===== config.mk =====
export PLATFORM = sky130hd
export DESIGN_NAME = turf_hold_manager
export DESIGN_NICKNAME = d
export VERILOG_FILES = /design/src/rtl/turf_hold_manager.sv
export SDC_FILE = /design/constraint.sdc
export NUM_CORES = 1
export LEC_CHECK = 0
export CORE_UTILIZATION = 40
export CTS_BUF_LIST = sky130_fd_sc_hd__clkbuf_4 sky130_fd_sc_hd__clkbuf_8
export CTS_CLUSTER_SIZE = 25
export DETAILED_ROUTE_END_ITERATION = 8
export PLACE_DENSITY = 0.69
export SYNTH_ARGS = -nofsm -noshare
export SYNTH_HDL_FRONTEND = slang
export SYNTH_SLANG_ARGS = --single-unit
export TNS_END_PERCENT = 10

===== constraint.sdc =====
create_clock -name CLK125 -period 3.9 [get_ports CLK125]
set_input_delay 0.975 -clock CLK125 [delete_from_list [all_inputs] [get_ports CLK125]]
set_output_delay 0.975 -clock CLK125 [all_outputs]
set_load 0.05 [all_outputs]

===== src/rtl/turf_hold_manager.sv =====
// rtl/turf_hold_manager.sv - HOLD buffer allocator with post-trigger delay, deadtime and reject accounting
module turf_hold_manager #(
  parameter int NUM_SURFS  = 12,
  parameter int NUM_HOLD   = 4,
  parameter int HOLD_DELAY = 8,
  parameter int DEADTIME   = 16
) (
  input  logic                          CLK125,
  input  logic                          reset_i,
  input  logic                          trig_i,
  input  logic [NUM_HOLD-1:0]           clear_i,
  output logic [NUM_HOLD*NUM_SURFS-1:0] HOLD,
  output logic [NUM_HOLD-1:0]           hold_status_o,
  output logic                          trig_accept_o,
  output logic [1:0]                    trig_buffer_o,
  output logic                          trig_reject_o,
  output logic                          busy_o,
  output logic [15:0]                   reject_count_o
);

  typedef enum logic [1:0] {S_IDLE, S_DELAY, S_LATCH, S_DEAD} state_t;

  localparam logic [7:0] DELAY_LAST = 8'(HOLD_DELAY - 1);
  localparam logic [7:0] DEAD_LAST  = 8'(DEADTIME - 1);

  state_t              r_state;
  logic [7:0]          r_cnt;
  logic [NUM_HOLD-1:0] r_hold;
  logic [NUM_HOLD-1:0] r_reserved;
  logic [1:0]          r_res_idx;
  logic [1:0]          r_next_ptr;
  logic                r_accept;
  logic [1:0]          r_buffer;
  logic                r_reject;
  logic                r_busy;
  logic [15:0]         r_reject_count;

  logic [NUM_HOLD-1:0] w_free;
  logic [NUM_HOLD-1:0] w_hold_nxt;
  logic [NUM_HOLD-1:0] w_res_nxt;
  logic                w_alloc_ok;
  logic [1:0]          w_alloc_idx;
  logic [1:0]          w_cand;
  logic                w_accept;
  logic                w_reject;

  // Free status is taken from the registered state, so a clear on this edge
  // cannot satisfy a trigger sampled on the same edge.
  always_comb begin
    w_free      = ~(r_hold | r_reserved);
    w_alloc_ok  = 1'b0;
    w_alloc_idx = r_next_ptr;
    w_cand      = r_next_ptr;
    for (int i = NUM_HOLD - 1; i >= 0; i--) begin
      w_cand = r_next_ptr + 2'(i);
      if (w_free[w_cand]) begin
        w_alloc_ok  = 1'b1;
        w_alloc_idx = w_cand;
      end
    end
    w_accept   = (r_state == S_IDLE) && trig_i && w_alloc_ok;
    w_reject   = trig_i && !w_accept;
    w_hold_nxt = r_hold & ~clear_i;
    w_res_nxt  = r_reserved;
    if (r_state == S_LATCH) begin
      w_hold_nxt[r_res_idx] = 1'b1;
      w_res_nxt             = '0;
    end
    if (w_accept) begin
      w_res_nxt[w_alloc_idx] = 1'b1;
    end
  end

  always_ff @(posedge CLK125) begin
    if (reset_i) begin
      r_state        <= S_IDLE;
      r_cnt          <= '0;
      r_hold         <= '0;
      r_reserved     <= '0;
      r_res_idx      <= '0;
      r_next_ptr     <= '0;
      r_accept       <= 1'b0;
      r_buffer       <= '0;
      r_reject       <= 1'b0;
      r_busy         <= 1'b0;
      r_reject_count <= '0;
    end else begin
      r_hold     <= w_hold_nxt;
      r_reserved <= w_res_nxt;
      r_busy     <= &(w_hold_nxt | w_res_nxt);
      r_accept   <= 1'b0;
      r_reject   <= w_reject;
      if (w_reject && (r_reject_count != 16'hFFFF)) begin
        r_reject_count <= r_reject_count + 16'd1;
      end
      case (r_state)
        S_IDLE: begin
          if (w_accept) begin
            r_res_idx  <= w_alloc_idx;
            r_next_ptr <= w_alloc_idx + 2'd1;
            r_cnt      <= '0;
            r_state    <= (HOLD_DELAY == 0) ? S_LATCH : S_DELAY;
          end
        end
        S_DELAY: begin
          if (r_cnt == DELAY_LAST) begin
            r_state <= S_LATCH;
          end else begin
            r_cnt <= r_cnt + 8'd1;
          end
        end
        S_LATCH: begin
          r_accept <= 1'b1;
          r_buffer <= r_res_idx;
          r_cnt    <= '0;
          r_state  <= (DEADTIME == 0) ? S_IDLE : S_DEAD;
        end
        S_DEAD: begin
          if (r_cnt == DEAD_LAST) begin
            r_state <= S_IDLE;
          end else begin
            r_cnt <= r_cnt + 8'd1;
          end
        end
        default: r_state <= S_IDLE;
      endcase
    end
  end

  assign hold_status_o  = r_hold;
  assign HOLD           = {NUM_SURFS{r_hold}};
  assign trig_accept_o  = r_accept;
  assign trig_buffer_o  = r_buffer;
  assign trig_reject_o  = r_reject;
  assign busy_o         = r_busy;
  assign reject_count_o = r_reject_count;

endmodule


==> results by group, run 1 <==
Drt
  • Vias per cell: 5.16
  • Drt total wl: 5570 µm
  • Via count: 2105
  • Post-Route M1 WL: 2500 µm
  • Met2 wire len: 2610 µm
  • Wire per inst: 13.6 µm
  • Initial DRT Pass Iterations: 6
  • Met3 routed WL: 368 µm
  • Initial DRC count: 200
  • Routed Antenna Nets: 0
  • Max layer used: met4
  • DRC Markers: 18

Worst hold path
  • Min-Delay Endpoint: trig_buffer_o[0]
  • Min-delay src: trig_buffer_o[0]
  • Hold path cells: 2
  • Hold WC Path Type: flip-flop to flip-flop

Outcome
  • Status: finished, violations left
  • Failing checks: DRC

Floorplanning
  • Initial Utilization: 0.421
  • Die Wd: 84.2 µm
  • Die height: 84.2 µm
  • Boundary pin count: 80
  • Core Area: 0.00642 mm²
  • Std cell rows: 29
  • Die ar.: 0.00709 mm²

CTS
  • Post-CTS sizing: 0
  • Worst skew pair latency: 0.29 ns
  • CTS root buf: clkbuf_8
  • Max clock buf depth: 2
  • H-tree Lvls: 2
  • CTS tree: built
  • Hold Buf Count CTS: 0
  • Clock Pin Slew Worst Setup and Hold Paths: 0.08 ns
  • Setup Buffers After CTS: 0
  • Clock sink total: 43
  • Num CTS Buffers: 5

Synthesis
  • Avg Cell Area, Syn: 9.07 µm²
  • Seq/Total Area, Yosys: 0.318
  • Leading area contributor after synthesis: dfxtp_1
  • Cell count after synthesis: 298
  • Ys Warns: 0
  • Top cell type's share of synthesized area: 0.318
  • Async SR Flop Fraction: 0
  • Synth top area cells: dfxtp_1 (32%), buf_4 (13%), nor2_1 (6.0%)
  • Main synth FF type: dfxtp_1
  • Post-synthesis cell area: 0.00270 mm²
  • Yosys cell types: 61
  • Yosys reg bits: 43
  • EDFF count, synth: 0
  • Syn_nets: 312

Worst setup path
  • Flop2flop setup slack: 1.81 ns
  • CP bufs+invs: 1
  • CP Launch Type: flip-flop
  • R2R Path Start: hold_status_o[1]
  • CP Data Required Time: 2.92 ns
  • Crit path DAT: 1.97 ns
  • RR Endpoint: busy_o
  • Worst path cell trace: clkdlybuf4s50_1
  • Slowest CP cell: clkdlybuf4s50_1
  • CP Max Fanout: 19
  • Worst reg2reg path depth: 6
  • Crit Path Class: flip-flop to primary output
  • Top delay family on crit path: buffers and inverters
  • Slowest cell delay on critical path: 0.93 ns
  • Critical path capture point type: primary output

Cells and area
  • ANT cells: 0
  • Total Nets Final: 344
  • Fillers: 615
  • Synth-to-layout area growth: 22.4%
  • Share of post-route cells with drive strength above 1: 0.124
  • Fin area: 0.00331 mm²

Timing
  • Tcrit/Tclk final: 0.755
  • Final worst path period need: 2.94 ns
  • Final Hold Vio Count: 0
  • Final setup fails: 0
  • Clk_skew: 0.00663 ns
  • Slew Limit Fails: 0
  • Fmax: 340 MHz
  • Setup TNS: 0 ns
  • Relative slew margins: 0.525
  • Setup repair after global routing missed its margin: false
  • Worst slew pin tran: 0.710 ns

Power
  • Maximum VDD drop: 0.218 mV
  • Cell Pwr Density: 516 mW/mm²
  • Leakage: 1.18 nW

Global route
  • Initial antenna violation count: 0
  • Largest net degree at the start of global routing: 20
  • Leftover overflow at the end of global routing: 0
  • Vias in the first global route: 2009
  • Total track usage: 0.162
  • First-pass GRT wire length: 9420 µm

Placed design
  • # port buffers: 79
  • GP Congestion: 0.853
  • Post-DP Area: 0.00319 mm²
  • Final HPWL from detailed placement: 4080 µm

Flow run
  • Max-Cap Viols: 0
placed cells by master (no fill, tap or decap), types with 2 or more instances in the layout:
cell type,count
nor3b_1,4
nand2_1,10
nor2b_1,5
a31oi_1,3
clkdlybuf4s50_1,79
or2_2,4
and4_1,5
clkbuf_8,6
buf_4,2
a21oi_1,9
nand4_4,2
or3_1,4
mux2i_1,5
xnor2_1,15
o21ai_0,3
nand3_1,6
dfxtp_1,43
a21o_1,2
a211oi_1,2
nor3_2,3
and3_1,4
nor2_1,43
inv_1,8
nand4_1,2
ha_1,7
xor2_1,5
nor3_1,8
a21oi_2,4
a32oi_1,2
a211oi_2,3
o211ai_1,2
metrics by stage:
step | util | total power [mW] | setup slack [ns] | cells | hold WS, ns
after global placement | 0.497 | 1.34 | 1.11 | 400 | 0.468
after floorplan | - | 1.22 | 1.65 | 298 | 0.480
after global routing | 0.515 | 1.81 | 0.813 | 408 | 0.519
after detailed placement | 0.497 | 1.36 | 1.05 | 400 | 0.489
final | 0.515 | 1.71 | 0.955 | 408 | 0.494
after CTS | 0.515 | 1.72 | 0.899 | 408 | 0.501
report_power, final:
group	internal, mW	switching (mW)	leakage (nW)
sequential	0.489	0.0770	0.348
clock	0.207	0.152	0.0612
combinational	0.293	0.489	0.768
total	0.990	0.717	1.18
kinds of logic after synthesis:
group | synth area share
AND/OR/NAND/NOR | 0.246
buffers and inverters | 0.164
AO/OA/AOI/OAI | 0.155
flip-flops | 0.318
XOR/XNOR | 0.0648
adder cells (fa/ha/maj) | 0.0324
multiplexers | 0.0185
synthesized netlist by cell type (5+ instances only):
library cell and number:
ha_1 7, dfxtp_1 43, and4_1 5, a21oi_1 9
nand2_1 10, xor2_1 5, buf_4 48, mux2i_1 5
nor2b_1 5, nor3_1 8, xnor2_1 15, nand3_1 6
nor2_1 43, inv_1 8
area by class of cell:
class                   instances  area (µm²)  area share
clock inverters                 2        35.0      0.0106
multi-input cells             191        1400       0.423
inverters                       8        30.0     0.00907
well taps                      77        96.3      0.0291
clock buffers                   6        82.6      0.0250
flip-flops and latches         43         861       0.260
repair buffers                 81         806       0.243
worst max path at each step:
stage / startpoint / endpoint / slack, ns / cells after the start
floorplan: hold_status_o[2] / HOLD[10] / 1.65 / 1
global placement: trig_i / busy_o / 1.11 / 6
detailed placement: trig_i / busy_o / 1.05 / 6
CTS: hold_status_o[2] / HOLD[42] / 0.90 / 1
global route: hold_status_o[2] / HOLD[46] / 0.81 / 1
finish: hold_status_o[2] / HOLD[46] / 0.96 / 1
layer usage:
layer	track usage	up-vias
li1	-	1049
met1	0.198	975
met2	0.278	71
met3	0.0374	10
met4	0.0596	0
met5	0	-
flip-flops by register name, summed over array words and instances, names as in the netlist:
register	cells
reject_count_o	16
r_cnt	8
hold_status_o	4
r_reserved	4
r_next_ptr	2
r_res_idx	2
r_state	2
trig_buffer_o	2
busy_o	1
trig_accept_o	1
trig_reject_o	1
tightest hold or removal path, cell delays in order, from the launching register on:
cell and delay, ns:
dfxtp_1 0.32, nand2b_1 0.06, a21oi_1 0.06
Note: power is estimated with default switching activity, not from simulation.
==> inputs of run 2 (changes only) <==
--- a/config.mk
+++ b/config.mk
@@ -9,7 +9,7 @@
 export CTS_BUF_LIST = sky130_fd_sc_hd__clkbuf_4 sky130_fd_sc_hd__clkbuf_8
 export CTS_CLUSTER_SIZE = 25
 export DETAILED_ROUTE_END_ITERATION = 8
-export PLACE_DENSITY = 0.69
+export PLACE_DENSITY = 0.72
 export SYNTH_ARGS = -nofsm -noshare
 export SYNTH_HDL_FRONTEND = slang
 export SYNTH_SLANG_ARGS = --single-unit
==> constraint.sdc (replaced) <==
create_clock -name CLK125 -period 2.65 [get_ports CLK125]
set_input_delay 0.6625 -clock CLK125 [delete_from_list [all_inputs] [get_ports CLK125]]
set_output_delay 0.6625 -clock CLK125 [all_outputs]
set_load 0.05 [all_outputs]
==> run 2 against run 1 <==
The flow still finishes with violations (DRC). Largest cell class unchanged. Register-to-register slack worse by 1.3 ns. First-iteration DRC count shrank 24%. Critical path type unchanged. Sequential power increased by 46%.
==> results by group, run 2 (same netlist as run 1, synthesis figures left out) <==
Global route
  • First-pass GRT wire length: 9160 µm
  • Total track usage: 0.159
  • Vias in the first global route: 1910
  • Largest net degree at the start of global routing: 20
  • Initial antenna violation count: 0
  • Leftover overflow at the end of global routing: 0

Floorplanning
  • Die ar.: 0.00709 mm²
  • Die height: 84.2 µm
  • Std cell rows: 29
  • Die Wd: 84.2 µm
  • Boundary pin count: 80
  • Initial Utilization: 0.421
  • Core Area: 0.00642 mm²

CTS
  • Clock Pin Slew Worst Setup and Hold Paths: 0.08 ns
  • Max clock buf depth: 2
  • H-tree Lvls: 2
  • Clock sink total: 43
  • CTS root buf: clkbuf_8
  • Num CTS Buffers: 5
  • Worst skew pair latency: 0.29 ns
  • Setup Buffers After CTS: 0
  • CTS tree: built

Worst setup path
  • R2R Path Start: hold_status_o[1]
  • Top delay family on crit path: buffers and inverters
  • Worst reg2reg path depth: 7
  • Critical path capture point type: primary output
  • CP Launch Type: flip-flop
  • Slowest cell delay on critical path: 0.91 ns
  • Crit. Startpoint: hold_status_o[0]
  • Crit path depth: 1
  • Crit path DAT: 1.88 ns
  • CP Max Fanout: 18
  • Worst path cell trace: clkdlybuf4s50_1
  • RR Endpoint: busy_o
  • CP bufs+invs: 1
  • Slowest CP cell: clkdlybuf4s50_1
  • Flop2flop setup slack: 0.56 ns
  • CP endpoint: HOLD[20]
  • Crit Path Class: flip-flop to primary output
  • CP Data Required Time: 1.99 ns

Timing
  • Setup TNS: 0 ns
  • Final worst path period need: 2.54 ns
  • Fmax: 393 MHz
  • Final setup fails: 0
  • Setup repair after global routing missed its margin: false
  • Tcrit/Tclk final: 0.960
  • Final Hold Vio Count: 0
  • Worst slew pin tran: 0.574 ns
  • Slew Limit Fails: 0
  • Relative slew margins: 0.615
  • Clk_skew: 0.00658 ns

Placed design
  • # port buffers: 79
  • GP Congestion: 0.839
  • Final HPWL from detailed placement: 4120 µm

Power
  • Total power: 2.42 mW
  • Cell Pwr Density: 736 mW/mm²
  • Leakage: 1.24 nW
  • Maximum VDD drop: 0.444 mV

Drt
  • Via count: 2162
  • Drt total wl: 5600 µm
  • Routed Antenna Nets: 0
  • Initial DRC count: 153
  • Initial DRT Pass Iterations: 6
  • DRC Markers: 16
  • Vias per cell: 5.27
  • Wire per inst: 13.7 µm

Cells and area
  • Most frequent cells in the layout: clkdlybuf4s50_1 (68), nor2_1 (43), dfxtp_1 (43)
  • Share of post-route cells with drive strength above 1: 0.156
  • Sequential cell area: 861 µm²
  • Area of the multi-input gates: 0.00140 mm²
  • ANT cells: 0
  • Most common cell after layout, fill and taps aside: clkdlybuf4s50_1
  • Largest register FFs: 16
  • Synth-to-layout area growth: 21.5%
  • Total Nets Final: 347
  • Fillers: 607

Worst hold path
  • Hold WC Path Type: flip-flop to flip-flop

Outcome
  • Failing checks: DRC
  • Status: finished, violations left

Flow run
  • Max-Cap Viols: 0
-- run 2: changes by cell type in the layout (fill, tap and decap cells not counted), sizes merged --
| cell | before | now |
|---|---|---|
| clkdlybuf4s50 | 79 | 68 |
| buf | 2 | 14 |
| dlymetal6s2s | 0 | 2 |
| bufinv | 1 | 0 |
-- run 2: per-stage QoR --
stage	util	setup slack (ns)	area (µm²)	instances	hold WS [ns]
floorplan	-	0.449	2700	298	0.480
global placement	0.497	0.338	3190	403	0.471
detailed placement	0.497	0.314	3190	403	0.486
CTS	0.511	0.0696	3280	410	0.506
global route	0.511	0.00235	3280	410	0.527
finish	0.511	0.106	3280	410	0.496
-- run 2: worst min path at each step --
stage                          start          endpoint  slack [ns]  cells after the start
floorplan                   r_cnt[7]          r_cnt[7]        0.48                      2
global placement    trig_buffer_o[0]  trig_buffer_o[0]        0.47                      2
detailed placement  trig_buffer_o[1]  trig_buffer_o[1]        0.49                      2
CTS                 trig_buffer_o[1]  trig_buffer_o[1]        0.51                      2
global route        trig_buffer_o[0]  trig_buffer_o[0]        0.53                      2
finish              trig_buffer_o[0]  trig_buffer_o[0]        0.50                      2
-- run 2: final cells by class --
cell class	count	share of cell area
Multi-Input combinational cell	191	0.426
Sequential cell	43	0.262
Timing Repair Buffer	84	0.247
Tap cell	77	0.0293
Clock buffer	6	0.0251
Inverter	8	0.00914
Clock inverter	1	0.00152
-- run 2: repair_timing --
item,CTS,global route
setup endpoints to repair,0,4
resized for setup,0,2
hold buffers,0,0
-- run 2: layer usage --
metal,part of all wire,GRT usage,up-vias
met3,0.067,0.0305,9
met2,0.46,0.268,81
li1,-,-,1060
met4,0.015,0.0564,0
met5,0,0,-
met1,0.45,0.203,1012
-- run 2: report_power, final --
group          internal [mW]  total, mW  switching, mW
Combinational          0.434       1.17          0.731
Clock                  0.205      0.424          0.220
Sequential             0.719      0.827          0.107
==> inputs of run 3 (changes only) <==
--- a/config.mk
+++ b/config.mk
@@ -5,11 +5,12 @@
 export SDC_FILE = /design/constraint.sdc
 export NUM_CORES = 1
 export LEC_CHECK = 0
+export CAP_MARGIN = 30
 export CORE_UTILIZATION = 40
 export CTS_BUF_LIST = sky130_fd_sc_hd__clkbuf_4 sky130_fd_sc_hd__clkbuf_8
 export CTS_CLUSTER_SIZE = 25
 export DETAILED_ROUTE_END_ITERATION = 8
-export PLACE_DENSITY = 0.72
+export PLACE_DENSITY = 0.69
 export SYNTH_ARGS = -nofsm -noshare
 export SYNTH_HDL_FRONTEND = slang
 export SYNTH_SLANG_ARGS = --single-unit
==> constraint.sdc (replaced) <==
create_clock -name CLK125 -period 3.3 [get_ports CLK125]
set_input_delay 0.825 -clock CLK125 [delete_from_list [all_inputs] [get_ports CLK125]]
set_output_delay 0.825 -clock CLK125 [all_outputs]
set_load 0.05 [all_outputs]
==> run 3 against run 2 <==
The flow still finishes with violations (DRC). Cell area decreased by 0.11%. Sequential power shrank 19%. Highest routed layer unchanged. Flip-flop and latch count unchanged. Worst hold slack got worse by 0.0038 ns. Wire length decreased by 1.4%. Utilization shrank 0.058 points. Register-to-register slack better by 0.66 ns. Die area did not move. First-iteration DRC count down 3.9%. Setup slack better by 0.39 ns. Clock power fell by 20%.
==> results by group, run 3 (same netlist as run 1, synthesis figures left out) <==
Floorplanning
  • Die Wd: 84.2 µm
  • Core Area: 0.00642 mm²
  • Die height: 84.2 µm
  • Initial Utilization: 0.421
  • Boundary pin count: 80
  • Std cell rows: 29
  • Die ar.: 0.00709 mm²

Worst setup path
  • CP bufs+invs: 1
  • Top delay family on crit path: buffers and inverters
  • Flop2flop setup slack: 1.22 ns
  • Worst reg2reg path depth: 6
  • Slowest cell delay on critical path: 0.93 ns
  • Worst path cell trace: clkdlybuf4s50_1
  • Slowest CP cell: clkdlybuf4s50_1
  • RR Endpoint: busy_o
  • Crit Path Class: flip-flop to primary output
  • CP endpoint: HOLD[42]
  • Critical path capture point type: primary output
  • CP Max Fanout: 19
  • CP Launch Type: flip-flop
  • Crit path depth: 1
  • Crit path DAT: 1.98 ns
  • R2R Path Start: hold_status_o[1]
  • Crit. Startpoint: hold_status_o[2]
  • CP Data Required Time: 2.47 ns

Cells and area
  • ANT cells: 0
  • Largest register FFs: 16
  • Most common cell after layout, fill and taps aside: clkdlybuf4s50_1
  • Sequential cell area: 861 µm²
  • Post-layout util: 0.511
  • Synth-to-layout area growth: 21.3%
  • Most frequent cells in the layout: clkdlybuf4s50_1 (79), nor2_1 (43), dfxtp_1 (43)
  • Area of the multi-input gates: 0.00140 mm²
  • Total Nets Final: 344
  • Share of post-route cells with drive strength above 1: 0.124
  • Final std cells w/o fill: 408
  • Fillers: 605

CTS
  • H-tree Lvls: 2
  • Worst skew pair latency: 0.30 ns
  • Max clock buf depth: 2
  • Setup Buffers After CTS: 0
  • Post-CTS sizing: 0
  • Hold Buf Count CTS: 0
  • CTS tree: built
  • Num CTS Buffers: 5
  • Clock sink total: 43
  • CTS root buf: clkbuf_8
  • Clock Pin Slew Worst Setup and Hold Paths: 0.08 ns

Outcome
  • Failing checks: DRC
  • Status: finished, violations left

Power
  • Flop pwr share: 0.346
  • Maximum VDD drop: 0.214 mV
  • Cell internal pwr: 1.08 mW
  • Clk pwr share: 0.176
  • Cell Pwr Density: 590 mW/mm²
  • Switching part of the total: 0.441
  • Total power: 1.93 mW
  • Leakage: 1.16 nW
  • Net Sw Power: 0.853 mW
  • Gate power share: 0.478

Timing
  • Setup repair after global routing missed its margin: false
  • Slew Limit Fails: 0
  • Final setup fails: 0
  • Final Hold Vio Count: 0
  • Setup TNS: 0 ns
  • Tcrit/Tclk final: 0.849
  • Relative slew margins: 0.515
  • Clk_skew: 0.00753 ns
  • Fmax: 357 MHz
  • Worst slew pin tran: 0.726 ns
  • Final worst path period need: 2.80 ns

Drt
  • Via count: 2099
  • Routed Antenna Nets: 0
  • DRC Markers: 18
  • Wire per inst: 13.5 µm
  • Drt total wl: 5520 µm
  • Initial DRT Pass Iterations: 6
  • Vias per cell: 5.14
  • Post-Route M1 WL: 2450 µm
  • Met2 wire len: 2570 µm
  • Met3 routed WL: 439 µm
  • Initial DRC count: 147
  • Max layer used: met4

Global route
  • Largest net degree at the start of global routing: 20
  • Total track usage: 0.163
  • Initial antenna violation count: 0
  • First-pass GRT wire length: 9440 µm
  • Vias in the first global route: 1990
  • Leftover overflow at the end of global routing: 0

Worst hold path
  • Hold WC Path Type: flip-flop to flip-flop
  • Min-delay src: trig_buffer_o[0]

Placed design
  • # port buffers: 79
  • GP Congestion: 0.853
  • Final HPWL from detailed placement: 4020 µm
  • Placed Cells: 400

Flow run
  • Max-Cap Viols: 0
## run 3: cell types whose count changed in the layout (fill, tap and decap cells not counted), sizes merged
cell,delta
dlymetal6s2s,-2
buf,-12
clkdlybuf4s50,+11
clkinvlp,+1
## run 3: per-stage QoR
stage | setup slack, ns | hold slack [ns] | instance area, µm²
3_5_place_dp | 0.611 | 0.489 | 3190
2_1_floorplan | 1.10 | 0.480 | 2700
4_1_cts | 0.447 | 0.502 | 3280
6_report | 0.498 | 0.492 | 3280
5_1_grt | 0.383 | 0.519 | 3280
3_3_place_gp | 0.655 | 0.468 | 3190
## run 3: how the worst min path moves through the flow
stage	to	depth (start not counted)
after floorplan	r_cnt[7]	2
after global placement	trig_buffer_o[0]	2
after detailed placement	trig_buffer_o[0]	2
after CTS	trig_buffer_o[0]	2
after global routing	trig_buffer_o[0]	2
final	trig_buffer_o[0]	2
## run 3: final cells by class
type / instances / share of cell area
tap: 77 / 0.0294
timing repair buffer: 81 / 0.246
clock buffer: 6 / 0.0233
inverter: 8 / 0.00915
clock inverter: 2 / 0.00381
sequential: 43 / 0.262
multi-input combinational: 191 / 0.426
## run 3: power groups by stage
stage | clock, mW | sequential (mW) | combinational, mW
5_1_grt | 0.372 | 0.684 | 0.989
2_1_floorplan | 0 | 0.705 | 0.740
3_5_place_dp | 0 | 0.682 | 0.921
4_1_cts | 0.348 | 0.670 | 0.925
3_3_place_gp | 0 | 0.677 | 0.912
6_report | 0.341 | 0.669 | 0.924
## run 3: per-layer routing
| layer | vias up | GRT usage |
|---|---|---|
| met5 | - | 0 |
| met4 | 0 | 0.0470 |
| met3 | 7 | 0.0393 |
| met2 | 81 | 0.281 |
| met1 | 964 | 0.204 |
| li1 | 1047 | - |
